## src/rtl/uart_rx.sv

```systemverilog
// ============================================================================
// Module      : uart_rx
// Description : 8N1 UART receiver with 16x oversampled bit timing, start and
//               stop validation, one-cycle ready/ferr strobes and break lockout.
//               Optional 3-sample majority voting: UART_RX_MAJORITY_EN.
// Revision    : 1.0 - initial release
// ============================================================================
`timescale 1ns/1ps
`default_nettype none

module uart_rx #(
    parameter int unsigned CLK_HZ = 50000000,
    parameter int unsigned BAUD   = 9600
) (
    input  logic       clk,
    input  logic       rst,
    input  logic       data_in,
    output logic [7:0] data_out,
    output logic       ready,
    output logic       ferr,
    output logic       busy
);

    localparam logic [13:0] c_div = 14'((CLK_HZ / BAUD) >> 4);

`ifdef UART_RX_MAJORITY_EN
    localparam logic [3:0] c_start_tick = 4'd8;
`else
    localparam logic [3:0] c_start_tick = 4'd7;
`endif
    localparam logic [3:0] c_bit_tick = 4'd15;

    typedef enum logic [1:0] {
        S_IDLE  = 2'd0,
        S_START = 2'd1,
        S_DATA  = 2'd2,
        S_STOP  = 2'd3
    } state_t;

    state_t      state_q, state_d;
    logic [1:0]  sync_q, sync_d;
    logic [13:0] div_q, div_d;
    logic [3:0]  tick_q, tick_d;
    logic [2:0]  bit_q, bit_d;
    logic [7:0]  shr_q, shr_d;
    logic [7:0]  data_q, data_d;
    logic        ready_q, ready_d;
    logic        ferr_q, ferr_d;
    logic        armed_q, armed_d;

    logic        w_rxs;
    logic        w_tick;
    logic        w_bit;

    assign w_rxs  = sync_q[1];
    assign w_tick = (div_q == c_div);

`ifdef UART_RX_MAJORITY_EN
    // Two previous tick samples plus the current one form the 3-sample vote.
    logic [1:0] vote_q, vote_d;

    assign w_bit  = (vote_q[1] & vote_q[0]) | (vote_q[1] & w_rxs) | (vote_q[0] & w_rxs);
    assign vote_d = w_tick ? {vote_q[0], w_rxs} : vote_q;

    always_ff @(posedge clk) begin
        if (rst) begin
            vote_q <= 2'b11;
        end else begin
            vote_q <= vote_d;
        end
    end
`else
    assign w_bit = w_rxs;
`endif

    always_comb begin
        state_d = state_q;
        sync_d  = {sync_q[0], data_in};
        div_d   = w_tick ? 14'd0 : div_q + 14'd1;
        tick_d  = w_tick ? tick_q + 4'd1 : tick_q;
        bit_d   = bit_q;
        shr_d   = shr_q;
        data_d  = data_q;
        ready_d = 1'b0;
        ferr_d  = 1'b0;
        armed_d = armed_q;

        case (state_q)
            S_IDLE: begin
                if (w_rxs) begin
                    armed_d = 1'b1;
                end else if (armed_q) begin
                    state_d = S_START;
                    div_d   = 14'd0;
                    tick_d  = 4'd0;
                end
            end
            S_START: begin
                if (w_tick && tick_q == c_start_tick) begin
                    if (!w_bit) begin
                        state_d = S_DATA;
                        tick_d  = 4'd0;
                        bit_d   = 3'd0;
                    end else begin
                        state_d = S_IDLE;
                    end
                end
            end
            S_DATA: begin
                if (w_tick && tick_q == c_bit_tick) begin
                    shr_d = {w_bit, shr_q[7:1]};
                    bit_d = bit_q + 3'd1;
                    if (bit_q == 3'd7) begin
                        state_d = S_STOP;
                    end
                end
            end
            S_STOP: begin
                // Leaving at mid-stop-bit keeps back-to-back frames catchable.
                if (w_tick && tick_q == c_bit_tick) begin
                    state_d = S_IDLE;
                    if (w_bit) begin
                        data_d  = shr_q;
                        ready_d = 1'b1;
                    end else begin
                        ferr_d  = 1'b1;
                        armed_d = 1'b0;
                    end
                end
            end
            default: begin
                state_d = S_IDLE;
            end
        endcase
    end

    always_ff @(posedge clk) begin
        if (rst) begin
            state_q <= S_IDLE;
            sync_q  <= 2'b11;
            div_q   <= 14'd0;
            tick_q  <= 4'd0;
            bit_q   <= 3'd0;
            shr_q   <= 8'h00;
            data_q  <= 8'h00;
            ready_q <= 1'b0;
            ferr_q  <= 1'b0;
            armed_q <= 1'b1;
        end else begin
            state_q <= state_d;
            sync_q  <= sync_d;
            div_q   <= div_d;
            tick_q  <= tick_d;
            bit_q   <= bit_d;
            shr_q   <= shr_d;
            data_q  <= data_d;
            ready_q <= ready_d;
            ferr_q  <= ferr_d;
            armed_q <= armed_d;
        end
    end

    assign data_out = data_q;
    assign ready    = ready_q;
    assign ferr     = ferr_q;
    assign busy     = (state_q != S_IDLE);

endmodule

`default_nettype wire

```

## config.mk

```make
export PLATFORM = sky130hd
export DESIGN_NAME = uart_rx
export DESIGN_NICKNAME = d
export VERILOG_FILES = /design/src/rtl/uart_rx.sv
export SDC_FILE = /design/constraint.sdc
export NUM_CORES = 1
export LEC_CHECK = 0
export CAP_MARGIN = 15
export CORE_MARGIN = 2
export CORE_UTILIZATION = 45
export DETAILED_ROUTE_END_ITERATION = 10
export HOLD_SLACK_MARGIN = 0.15
export MAX_ROUTING_LAYER = met4
export PLACE_DENSITY = 0.62
export SYNTH_ARGS = -nofsm -noshare
export SYNTH_HDL_FRONTEND = slang
export SYNTH_SLANG_ARGS = --single-unit
export TNS_END_PERCENT = 5
```

## constraint.sdc

```tcl
create_clock -name clk -period 3.3 [get_ports clk]
set_input_delay 0.99 -clock clk [delete_from_list [all_inputs] [get_ports clk]]
set_output_delay 0.99 -clock clk [all_outputs]
set_load 0.01 [all_outputs]
```

==> parameters.txt, run 1 <==
Parameter                              Value

Global routing
  Remaining global-route overflow ... 0
  Pin count of the biggest net entering global routing ... 21
  Global-route wire length before repair ... 5970 µm
  Combined global-route utilization of all metal layers ... 0.176
  Antenna violations before repair ... 0
  Number of global-route vias before repair ... 1380

Worst setup path
  CP required ... 2.31 ns
  Origin of the critical flop-to-flop path ... div_q[0]
  Worst endpoint data arrival time ... 1.60 ns
  Logic depth of the worst register-to-register path ... 5
  Count of buffering cells on the critical path with inverters included ... 2
  Worst path top cell family by delay ... buffers and inverters
  Type of element launching the critical path ... flop
  Reg2reg end ... shr_q[0]
  Critical Setup Path Class ... flop to output port
  Worst path slowest cell ... sky130_fd_sc_hd__dfxtp_1
  Element type at the critical path end ... output port
  Slowest cell delay on critical path ... 0.56 ns
  Reg2reg setup slack ... 1.28 ns
  Cells along the critical path ... nor2_1, inv_1, clkdlybuf4s50_1
  Highest fanout seen on the critical path ... 13

Power and ir drop
  Final Total Pwr ... 0.994 mW
  Total leakage power ... 0.878 nW
  IR drop worst, VDD ... 211 µV
  Power Density ... 459 nW/µm²

STA
  Setup-failing EPs final ... 0
  Final worst path period share ... 0.784
  WHS ... 0.422 ns
  Final slew viol count ... 0
  Final hold viol count ... 0
  Highest attainable clock frequency ... 0.387 GHz
  Total negative slack ... 0 ns
  Min cycle time layout ... 2.59 ns
  RSZ-0062 raised after global routing ... no
  Worst Tran Pin Value ... 0.577 ns
  Final Skew ... 0.00914 ns
  Worst max-slew margin expressed relative to the limit ... 0.615

Logic synthesis
  Yosys top cell by area ... sky130_fd_sc_hd__dfxtp_1
  Mapped Nets ... 206
  Share of flip-flops with an asynchronous set or reset ... 0
  Leading post-synthesis cells by cell area ... sky130_fd_sc_hd__dfxtp_1 46%, sky130_fd_sc_hd__mux2i_1 8.5%, sky130_fd_sc_hd__nand2_1 5.7%
  Synthesized flop and latch total ... 44
  Synthesized area divided by synthesized cell count ... 9.57 µm²
  Synthesized netlist cell count ... 198
  Synthesis Warnings ... 0
  Number of library cell types mapped by synthesis ... 42
  Fraction of synthesized cell area taken by the top area cell type ... 0.465
  Leading register cell type out of synthesis ... sky130_fd_sc_hd__dfxtp_1
  Cell area after synthesis ... 1890 µm²
  Sequential cell area fraction in the yosys report ... 0.465
  Post-synth EDFFs ... 0

Detailed routing
  Drc violations ... 0
  Vias after detailed routing ... 1431
  Count of antenna-violating nets left after detailed routing ... 0
  Mean number of vias per cell ... 5.46
  Average wire per standard cell ... 13.7 µm
  First-pass iteration count of the detailed router ... 4
  Initial detailed-routing violation count ... 116
  Detailed Route WL ... 3590 µm

Die
  Vert. Die Dim ... 68.9 µm
  Ports ... 14
  Area inside the core boundary ... 4030 µm²
  Width of the die ... 68.9 µm
  Effective utilization at floorplan ... 0.470
  Die area ... 4740 µm²
  FP Rows ... 23

CTS
  Clock Pin Slew Worst Setup and Hold Paths ... 0.09 ns
  Clock tree from TritonCTS ... yes
  Setup bufs post-CTS ... 0
  TritonCTS buffer count ... 5
  # hold bufs at CTS ... 0
  Post_cts resized ... 0
  Clk root buf ... sky130_fd_sc_hd__clkbuf_8
  H-tree depth ... 2
  Clock latency reported for the late side of the worst-skew pair ... 0.30 ns
  Largest buffer count on any clock path ... 2
  Clock tree sinks ... 44

Layout
  Final core occ ... 0.537
  Layout Area Growth over Synthesis ... 14.3%
  Non-filler cells in the finished layout ... 262
  Number of nets in the layout ... 219
  Diode count ... 0
  Commonest non-fill, non-tap cells in the layout ... 44 x sky130_fd_sc_hd__dfxtp_1, 29 x sky130_fd_sc_hd__nand2_1, 17 x sky130_fd_sc_hd__nor2_1
  Most common cell after layout, fill and taps aside ... sky130_fd_sc_hd__dfxtp_1
  Fraction of final layout cells with drive strength greater than 1 ... 0.0708

Hold path
  Endpoint of the worst hold path ... sync_q[1]
  Worst Hold Launch ... sync_q[0]
  Number of stages on the worst hold path ... 1
  Worst min path class ... flop to flop

Job
  Max-capacitance violation count ... 0

Placed design
  Placed cell count ... 254
  I/O Buffers ... 13
  DPL Wire Length ... 2580 µm
  Final estimated routing congestion in global placement ... 0.893

Status
  Result of the run ... complete, no violations
## synthesized netlist by cell type, types with 5 or more instances
cell / instances
sky130_fd_sc_hd__clkbuf_1: 5
sky130_fd_sc_hd__dfxtp_1: 44
sky130_fd_sc_hd__ha_1: 5
sky130_fd_sc_hd__inv_1: 5
sky130_fd_sc_hd__mux2i_1: 16
sky130_fd_sc_hd__nand2_1: 29
sky130_fd_sc_hd__nand3_1: 5
sky130_fd_sc_hd__nand4_1: 5
sky130_fd_sc_hd__nor2_1: 17
sky130_fd_sc_hd__nor4_1: 6
sky130_fd_sc_hd__xnor2_1: 7
sky130_fd_sc_hd__xor2_1: 5
## kinds of logic after synthesis
kind of cell	after synthesis	synth area share
AND/OR/NAND/NOR	89	0.253
AO/OA/AOI/OAI	19	0.0733
multiplexers	17	0.0905
XOR/XNOR	12	0.0555
flip-flops	44	0.465
buffers and inverters	12	0.0297
adder cells (fa/ha/maj)	5	0.0330
## worst reg2reg max path: stages (launching register included)
cell and delay [ns]:
sky130_fd_sc_hd__dfxtp_1 0.41, sky130_fd_sc_hd__ha_1 0.19, sky130_fd_sc_hd__nor2b_1 0.22, sky130_fd_sc_hd__nand2_2 0.14, sky130_fd_sc_hd__or4_1 0.74, sky130_fd_sc_hd__mux2i_1 0.20
## state kept, by name, summed over array words and instances (netlist names), named ones only
| register | flops |
|---|---|
| armed_q | 1 |
| bit_q | 3 |
| data_out | 8 |
| div_q | 14 |
| ferr | 1 |
| ready | 1 |
| shr_q | 8 |
| state_q | 1 |
| sync_q | 2 |
| tick_q | 4 |
## power by group
group          switching, mW  leakage, nW  internal, mW
clock network          0.192       0.0548         0.228
registers            0.00712        0.355         0.535
logic                 0.0183        0.468        0.0130
## layer usage
layer  wire length, µm  track usage  vias to the layer above
li1                  -            -                      723
met1              1590        0.184                      670
met2              1770        0.300                       27
met3               148       0.0487                       11
met4                82       0.0956                        0
met5                 0            -                        -
## worst max-delay path by stage
stage	from	end	slack, ns	cells after the start
after CTS	state_q[0]	busy	0.71	3
final	state_q[0]	busy	0.71	3
after global placement	rst	div_q[10]	0.80	4
after detailed placement	rst	div_q[13]	0.72	4
after floorplan	rst	data_out[0]	1.46	5
after global routing	state_q[0]	busy	0.61	3
## area by class of cell
class / instances / area [µm²]
multi-input combinational: 142 / 957
fill: 358 / 1860
clock buffer: 5 / 68.8
timing repair buffer: 13 / 130
tap: 50 / 62.6
sequential: 44 / 881
clock inverter: 3 / 46.3
inverter: 5 / 18.8
## stage by stage
stage	cell area, µm²	worst slack (ns)
global placement	2050	0.801
global route	2160	0.609
finish	2160	0.713
detailed placement	2050	0.723
CTS	2160	0.705
floorplan	1890	1.46
No activity file was read; power rests on OpenSTA's default activity.
==> run 2: changes to the inputs <==
==> constraint.sdc (replaced) <==
create_clock -name clk -period 2.4 [get_ports clk]
set_input_delay 0.72 -clock clk [delete_from_list [all_inputs] [get_ports clk]]
set_output_delay 0.72 -clock clk [all_outputs]
set_load 0.01 [all_outputs]
==> run 2 against run 1 <==
- power increased by 29%
- sequential power up 37%
- via count down 1.1%
- cell area increased by 0.58%
- non-clock buffer count up 4
- flip-flop and latch count did not move
- clock skew shrank 0.00071 ns
- critical endpoint unchanged
==> parameters.txt, run 2 (synthesis results as in run 1) <==
Parameter                              Value

Status
  Result of the run ... complete, no violations

Hold path
  Worst min path class ... flop to flop

Placed design
  I/O Buffers ... 13 (unchanged)
  Cell area reported after detailed placement ... 2080 µm² (+1.5%)
  Final estimated routing congestion in global placement ... 0.874 (-2.2%)
  DPL Wire Length ... 2560 µm (-0.74%)
  Worst setup timing slack at the placement stage ... 0.275 ns (-0.449 ns)

Die
  Ports ... 14 (unchanged)
  Vert. Die Dim ... 68.9 µm (unchanged)
  FP Rows ... 23 (unchanged)
  Width of the die ... 68.9 µm (unchanged)
  Die area ... 4740 µm² (unchanged)
  Effective utilization at floorplan ... 0.470 (unchanged)
  Area inside the core boundary ... 4030 µm² (unchanged)

Worst setup path
  Type of element launching the critical path ... flop
  Worst endpoint data arrival time ... 1.53 ns (-0.07 ns)
  Count of buffering cells on the critical path with inverters included ... 2 (unchanged)
  Highest fanout seen on the critical path ... 8 (-5)
  Slowest cell delay on critical path ... 0.52 ns (-0.04 ns)
  Worst path top cell family by delay ... buffers and inverters
  Critical Setup Path Class ... flop to output port
  Cells along the critical path ... nor2_1, inv_1, clkdlybuf4s50_1
  Worst path slowest cell ... sky130_fd_sc_hd__clkdlybuf4s50_1
  CP required ... 1.68 ns (-0.63 ns)
  Element type at the critical path end ... output port

STA
  Final hold viol count ... 0 (unchanged)
  Min cycle time layout ... 2.25 ns
  Final Skew ... 0.00843 ns (-0.000711 ns)
  Highest attainable clock frequency ... 0.445 GHz
  Setup-failing EPs final ... 0 (unchanged)
  WHS ... 0.422 ns (-0.000133 ns)
  Worst Tran Pin Value ... 0.480 ns (-0.0975 ns)
  Final slew viol count ... 0 (unchanged)
  Worst path setup slack after routing ... 0.153 ns (-0.560 ns)
  Total negative slack ... 0 ns (unchanged)
  Final worst path period share ... 0.936
  Worst max-slew margin expressed relative to the limit ... 0.677 (+0.0625)
  RSZ-0062 raised after global routing ... no

Detailed routing
  Detailed Route WL ... 3580 µm (-0.39%)
  Vias after detailed routing ... 1415 (-1.1%)
  Mean number of vias per cell ... 5.32 (-2.6%)
  Drc violations ... 0 (unchanged)
  Initial detailed-routing violation count ... 56 (-52%)
  Average wire per standard cell ... 13.4 µm (-1.9%)
  First-pass iteration count of the detailed router ... 4 (unchanged)
  Count of antenna-violating nets left after detailed routing ... 0 (unchanged)

Power and ir drop
  Internal power of the cells ... 0.991 mW (+28%)
  Switching part of the total ... 0.225 (+0.00565)
  IR drop worst, VDD ... 258 µV (+22%)
  Share of total power in combinational logic ... 0.040 (+0.008)
  Switching power summed over all nets ... 0.287 mW (+32%)
  Share of power burned in registers ... 0.582 (+0.036)
  Power Density ... 587 nW/µm² (+28%)
  Clock Power Share ... 0.378 (-0.045)
  Total leakage power ... 0.887 nW (+0.95%)

Global routing
  Antenna violations before repair ... 0 (unchanged)
  Combined global-route utilization of all metal layers ... 0.173 (-0.00270)
  Number of global-route vias before repair ... 1344 (-2.6%)
  Global-route wire length before repair ... 5890 µm (-1.3%)
  Remaining global-route overflow ... 0 (unchanged)
  Pin count of the biggest net entering global routing ... 15 (-29%)

Layout
  Register with the highest flop count ... div_q
  Footprint of the multi-input gates ... 957 µm² (unchanged)
  Diode count ... 0 (unchanged)
  Final core occ ... 0.540 (+0.00311)
  Commonest non-fill, non-tap cells in the layout ... 44 x sky130_fd_sc_hd__dfxtp_1, 29 x sky130_fd_sc_hd__nand2_1, 17 x sky130_fd_sc_hd__nor2_1
  FF+latch area ... 881 µm² (unchanged)
  Number of flip-flops under the largest register name ... 14 (unchanged)
  Most common cell after layout, fill and taps aside ... sky130_fd_sc_hd__dfxtp_1
  Fraction of final layout cells with drive strength greater than 1 ... 0.0880 (+0.0172)
  Number of nets in the layout ... 223 (+1.8%)
  # fillers ... 369 (+3.1%)
  Layout Area Growth over Synthesis ... 14.9%
  Fin area ... 2180 µm² (+0.58%)

CTS
  Clk root buf ... sky130_fd_sc_hd__clkbuf_8
  Clock Pin Slew Worst Setup and Hold Paths ... 0.09 ns (about the same)
  Setup bufs post-CTS ... 0 (unchanged)
  Post_cts resized ... 0 (unchanged)
  Clock tree from TritonCTS ... yes
  Largest buffer count on any clock path ... 2 (unchanged)
  TritonCTS buffer count ... 5 (unchanged)
  Clock tree sinks ... 44 (unchanged)
  # hold bufs at CTS ... 0 (unchanged)
  H-tree depth ... 2 (unchanged)
  Clock latency reported for the late side of the worst-skew pair ... 0.30 ns (about the same)

Job
  Max-capacitance violation count ... 0 (unchanged)
## run 2: cell count changes in the layout (fill, tap and decap cells not counted)
cell | previous run | this run
sky130_fd_sc_hd__buf_4 | 0 | 4
sky130_fd_sc_hd__bufinv_16 | 1 | 0
sky130_fd_sc_hd__clkbuf_8 | 5 | 6
sky130_fd_sc_hd__clkinvlp_4 | 1 | 2
sky130_fd_sc_hd__inv_6 | 1 | 0
## run 2: area by class of cell
class,instances,area share
flip-flops and latches,44,0.405
multi-input cells,142,0.440
inverters,5,0.00862
clock buffers,6,0.0379
repair buffers,17,0.0736
well taps,50,0.0287
clock inverters,2,0.00690
## run 2: path summary, 6_finish.rpt
path	start	endpoint	slack [ns]	depth (start not counted)
worst max-delay path	flop	busy	0.15	3
worst min-delay path	sync_q[0]	sync_q[1]	0.42	1
worst max register to register	div_q[3]	shr_q[7]	0.38	4
worst min register to register	sync_q[0]	sync_q[1]	0.42	1
## run 2: worst reg2reg max path: stages (launching register included)
cell and delay [ns]:
sky130_fd_sc_hd__dfxtp_1 0.36, sky130_fd_sc_hd__nor3_1 0.31, sky130_fd_sc_hd__nand2_1 0.24, sky130_fd_sc_hd__or4_1 0.79, sky130_fd_sc_hd__mux2i_1 0.20
## run 2: through the flow
step,power (mW),instances
3_5_place_dp,0.812,258
3_3_place_gp,0.809,258
5_1_grt,1.33,266
6_report,1.28,266
4_1_cts,1.29,266
2_1_floorplan,0.791,198
## run 2: power by group through the flow
stage	clock network, mW	registers [mW]	logic, mW
6_report	0.483	0.744	0.0514
2_1_floorplan	0	0.759	0.0323
5_1_grt	0.531	0.745	0.0575
4_1_cts	0.499	0.744	0.0515
3_5_place_dp	0	0.761	0.0511
3_3_place_gp	0	0.760	0.0491
## run 2: metal layers
| metal | GRT usage | part of all wire | vias up |
|---|---|---|---|
| met3 | 0.0487 | 0.031 | 7 |
| li1 | - | - | 735 |
| met4 | 0.0760 | 0.016 | 0 |
| met1 | 0.190 | 0.47 | 654 |
| met2 | 0.293 | 0.48 | 19 |
| met5 | - | 0 | - |
==> run 3: changes to the inputs <==
--- a/config.mk
+++ b/config.mk
@@ -9,6 +9,7 @@
 export CORE_MARGIN = 2
 export CORE_UTILIZATION = 45
 export DETAILED_ROUTE_END_ITERATION = 10
+export GPL_TIMING_DRIVEN = 1
 export HOLD_SLACK_MARGIN = 0.15
 export MAX_ROUTING_LAYER = met4
 export PLACE_DENSITY = 0.62
==> results of run 3 <==
Final layout, timing and power as in run 2 (identical DEF).
==> RTL change 1: new RTL, settings of run 3 <==
Add a define of `UART_RX_MAJORITY_EN`.
--- a/src/rtl/uart_rx.sv
+++ b/src/rtl/uart_rx.sv
@@ -7,6 +7,8 @@
 // ============================================================================
 `timescale 1ns/1ps
 `default_nettype none
+
+`define UART_RX_MAJORITY_EN
 
 module uart_rx #(
     parameter int unsigned CLK_HZ = 50000000,
Behaviour: same outputs for any inputs over 10 cycles, from zero or initial values and one cycle with rst high; that may be too few to reach the edited logic, so the function may still have changed.
==> RTL change 1 against run 3 <==
Routed wire length is 12% higher; setup slack got worse by 25 ps; synthesized area grew 5.7%; combinational power decreased by 11%; count of clock-buffer cells in the layout is the same; cell count is 13% higher; sequential cell count is 2 higher; power up 9.0%; hold slack lost 9.9 ps; critical path depth rose by 1; sequential power up 4.3%; cell area grew 7.4%; critical path type is now reg -> reg.
==> RTL change 1: results (changes against run 3) <==
metric;value;unit;change
clock_skew;1.14;ps;-7.29 ps
drtIter0Drc;119;;+110%
p_leak;0.000816;uW;-8.0%
pg_clk;572;uW;+18%
antenna_found_initial;0;;unchanged
switching_share;21.1;%;-1.3 points
fin_nets;257;;+15%
worstMarginPinSlew;525;ps;+45.1 ps
synth_mux_area_share;0.500;%;-8.5 points
dp.cells;292;;+13%
syn-num-nets;239;;+16%
setup_tns;0;ps;unchanged
final_layout_size_suffix_gt1_share;9.64;%;+0.84 points
gr-usage-all-layers;17.7;%;+0.36 points
cts_max_level;2;;unchanged
hold_buffers;0;;unchanged
post_cts_resized;0;;unchanged
synthXorXnorAreaFrac;4.37;%;-1.2 points
largest_register_ffs;14;;unchanged
crit_arrival;2460;ps;+930 ps
drt-total-wl;3990;um;+12%
combinationalPower;46.0;uW;-11%
synthAdderAreaFrac;4.25;%;+0.94 points
crit_fanout;4;;-4
reg2reg_slack;130;ps;-250 ps
insertion_delay;300;ps;about the same
async_flop_share;0;%;unchanged
clockRootBuffer;clkbuf_8;;
port-buffer-count;13;;unchanged
antennaDiodeCount;0;;unchanged
ys_types;36;;-14%
cts_buffers;5;;unchanged
via_count;1669;;+18%
finalNonFillerCells;301;;+13%
synthTopCellsByCount;dfxtp_1 (46), o21ai_0 (25), a21oi_1 (22), nand3_1 (22), nor2_1 (15);;
dr.pass1.iters;4;;unchanged
synth_compound_area_share;16.1;%;+8.7 points
p_clk_share;41.0;%;+3.2 points
seq_area_frac_synth;46.0;%;-0.53 points
placed_area;2220;um^2;+6.7%
grt_pass1_vias;1564;;+16%
setup_violations;0;;unchanged
path_clk_slew;80;ps;
whs;412;ps;-9.86 ps
dp_hpwl;2700;um;+5.5%
postCtsSetupRepairBufs;0;;unchanged
gp_congestion;0.787;;-9.9%
synthTopCellsByArea;dfxtp_1 (46%), o21ai_0 (6.2%), a21oi_1 (5.5%);;
outcome;completed;;
yosys_warnings;0;;unchanged
peakVddDrop;0.000312;V;+21%
syn_avg_cell_area;8.71;um^2;-9.0%
regMostFlops;div_q;;
clockBufferDepth;2;;unchanged
hold_path.class;reg -> reg;;
grt_pass1_wl;6990;um;+19%
grt_max_degree;31;;+16
[RTL change 1: cell type report]
type | count | area [um^2]
Clock buffer | 6 | 72.6
Clock inverter | 2 | 37.5
Fill cell | 417 | 1990
Inverter | 8 | 30.0
Multi-Input combinational cell | 164 | 1010
Sequential cell | 46 | 921
Tap cell | 52 | 65.1
Timing Repair Buffer | 23 | 205
[RTL change 1: routing by layer]
metal  routed length, um  GRT usage [%]  vias up
met4                  39           5.03        0
li1                    -              -      865
met5                   0              -        -
met1                1950           22.2      757
met3                 195           4.70        5
met2                1810           28.2       42
[RTL change 1: path summary, 6_finish.rpt]
| path | startpoint | endpoint | cells after the start |
|---|---|---|---|
| worst min-delay path | sync_q[0] | sync_q[1] | 1 |
| worst min register to register | sync_q[0] | sync_q[1] | 1 |
| worst max register to register | div_q[3] | armed_q | 4 |
| worst max-delay path | div_q[3] | armed_q | 4 |
[RTL change 1: worst max-delay path, cell delays in order (launching register included)]
cell and delay (ps):
dfxtp_1 350, or4b_4 550, or4_4 430, or4_1 540
a221o_1 300
==> RTL change 2: new RTL, config.mk and constraints of run 3 <==
Without the edit above. Re-encode `state_t` (4 states) as Gray code, 2 bits wide.
--- a/src/rtl/uart_rx.sv
+++ b/src/rtl/uart_rx.sv
@@ -31,10 +31,10 @@
     localparam logic [3:0] c_bit_tick = 4'd15;
 
     typedef enum logic [1:0] {
-        S_IDLE  = 2'd0,
-        S_START = 2'd1,
-        S_DATA  = 2'd2,
-        S_STOP  = 2'd3
+        S_IDLE  = 2'b00,
+        S_START = 2'b01,
+        S_DATA  = 2'b11,
+        S_STOP  = 2'b10
     } state_t;
 
     state_t      state_q, state_d;
Function: no difference found for any inputs over 10 cycles, from zero or initial values and one cycle with rst high; not proved beyond that.
==> RTL change 2 against run 3 <==
Sequential share of layout area is 2.8 points lower; routed wire length is 8.1% higher; register-to-register slack better by 60 ps; power is 9.3% higher; via count is 11% higher; die area is 7.9% higher; setup slack better by 120 ps; cell area is 7.5% higher; synthesized area is 8.4% higher; critical path type unchanged; sequential cell count stayed put; cell count is 8.3% higher; largest power group unchanged; sequential power hardly changed.
==> RTL change 2: results (changes against run 3) <==
metric;value;unit;change
clockRootBuffer;clkbuf_8;;
grt_pass1_vias;1506;;+12%
dp_hpwl;2690;um;+4.9%
clockBufferDepth;2;;unchanged
clock_skew;6.69;ps;-1.74 ps
cts_max_level;2;;unchanged
ys_types;45;;+7.1%
cts_buffers;5;;unchanged
synthTopCellsByArea;dfxtp_1 (43%), mux2i_1 (4.4%), nand4_1 (4.3%);;
async_flop_share;0;%;unchanged
crit_fanout;4;;-4
outcome;completed;;
crit_arrival;1410;ps;-120 ps
grt_pass1_wl;6760;um;+15%
via_count;1564;;+11%
peakVddDrop;0.000331;V;+28%
p_int;1100;uW;+11%
gr-usage-all-layers;17.0;%;-0.36 points
dr.pass1.iters;4;;unchanged
port-buffer-count;13;;unchanged
gp_congestion;0.795;;-9.0%
slew_viol_final;0;;unchanged
syn-num-nets;229;;+11%
p_leak;0.000845;uW;-4.8%
nFillCells;415;;+12%
antennaDiodeCount;0;;unchanged
grt_max_degree;23;;+8
antenna_found_initial;0;;unchanged
post_cts_resized;0;;unchanged
worstMarginPinSlew;475;ps;-4.30 ps
synthTopCellsByCount;dfxtp_1 (44), nor2_1 (22), nand4_1 (14);;
hold_path.class;reg -> reg;;
final_layout_size_suffix_gt1_share;10.6;%;+1.8 points
drt-total-wl;3870;um;+8.1%
regMostFlops;div_q;;
drtIter0Drc;76;;+36%
seq_area_frac_synth;42.9;%;-3.6 points
fin_nets;243;;+9.0%
yosys_warnings;0;;unchanged
ys.flop_type;dfxtp_1;;
RTL change 2: changes by cell type in the layout (fill, tap and decap cells not counted), moves of 7 or more:
cell	before	now
nand2_1	29	7
nand2b_1	1	12
a21oi_1	2	11
nand4_1	5	14
o21ai_0	2	10
mux2i_1	16	9
RTL change 2: layout make-up:
cell class,instances,area (um^2),share of cell area (%)
tap,52,65.1,2.78
clock buffer,6,82.6,3.53
timing repair buffer,20,183,7.80
clock inverter,2,38.8,1.66
multi-input combinational,157,1060,45.5
inverter,7,26.3,1.12
sequential,44,881,37.6
RTL change 2: metal layers:
layer  vias to the layer above  share of wire, %  global-route usage, %  routed length [um]
met5                         -                 0                      -                   0
met4                         0               1.3                   5.87                  50
met3                         7               3.0                   4.64                 115
met2                        19                47                   26.3                1820
met1                       729                49                   21.3                1880
li1                        809                 -                      -                   -
RTL change 2: critical path: stages (launching register included):
cell and delay, ps:
dfxtp_1 330, nor2_1 240, inv_1 70, clkdlybuf4s50_1 480
RTL change 2: power groups by stage:
stage,Combinational (uW),Sequential [uW],Clock [uW]
floorplan,43.3,758,0
global placement,56.7,761,0
detailed placement,57.0,761,0
CTS,57.2,744,618
global route,63.9,746,652
finish,56.7,744,597
RTL change 2: cell families (layout without fill, tap and decap cells):
kind of cell | count (synthesis) | count (layout) | share of synthesized area, %
and+or+nand+nor | 95 | 95 | 28.4
DFF | 44 | 44 | 42.9
AOI/OAI and AO/OA | 35 | 35 | 10.5
buffers and inverters | 20 | 35 | 5.24
xor gates and xnor gates | 13 | 13 | 5.55
muxes | 9 | 9 | 4.39
adders and majority gates | 5 | 5 | 3.05
RTL change 2: final timing paths:
path,start,to,slack (ps),cells after the start
hold reg to reg,sync_q[0],sync_q[1],420,1
hold / removal,sync_q[0],sync_q[1],420,1
setup reg to reg,div_q[1],bit_q[2],440,6
setup / recovery,state_q[1],busy,270,3
RTL change 2: through the flow:
stage | setup WS (ps) | instance area (um^2) | instances | total power [uW]
after floorplan | 753 | 2050 | 221 | 801
after global placement | 304 | 2220 | 280 | 818
after detailed placement | 268 | 2220 | 280 | 818
after CTS | 260 | 2340 | 288 | 1420
after global routing | 192 | 2340 | 288 | 1460
final | 274 | 2340 | 288 | 1400
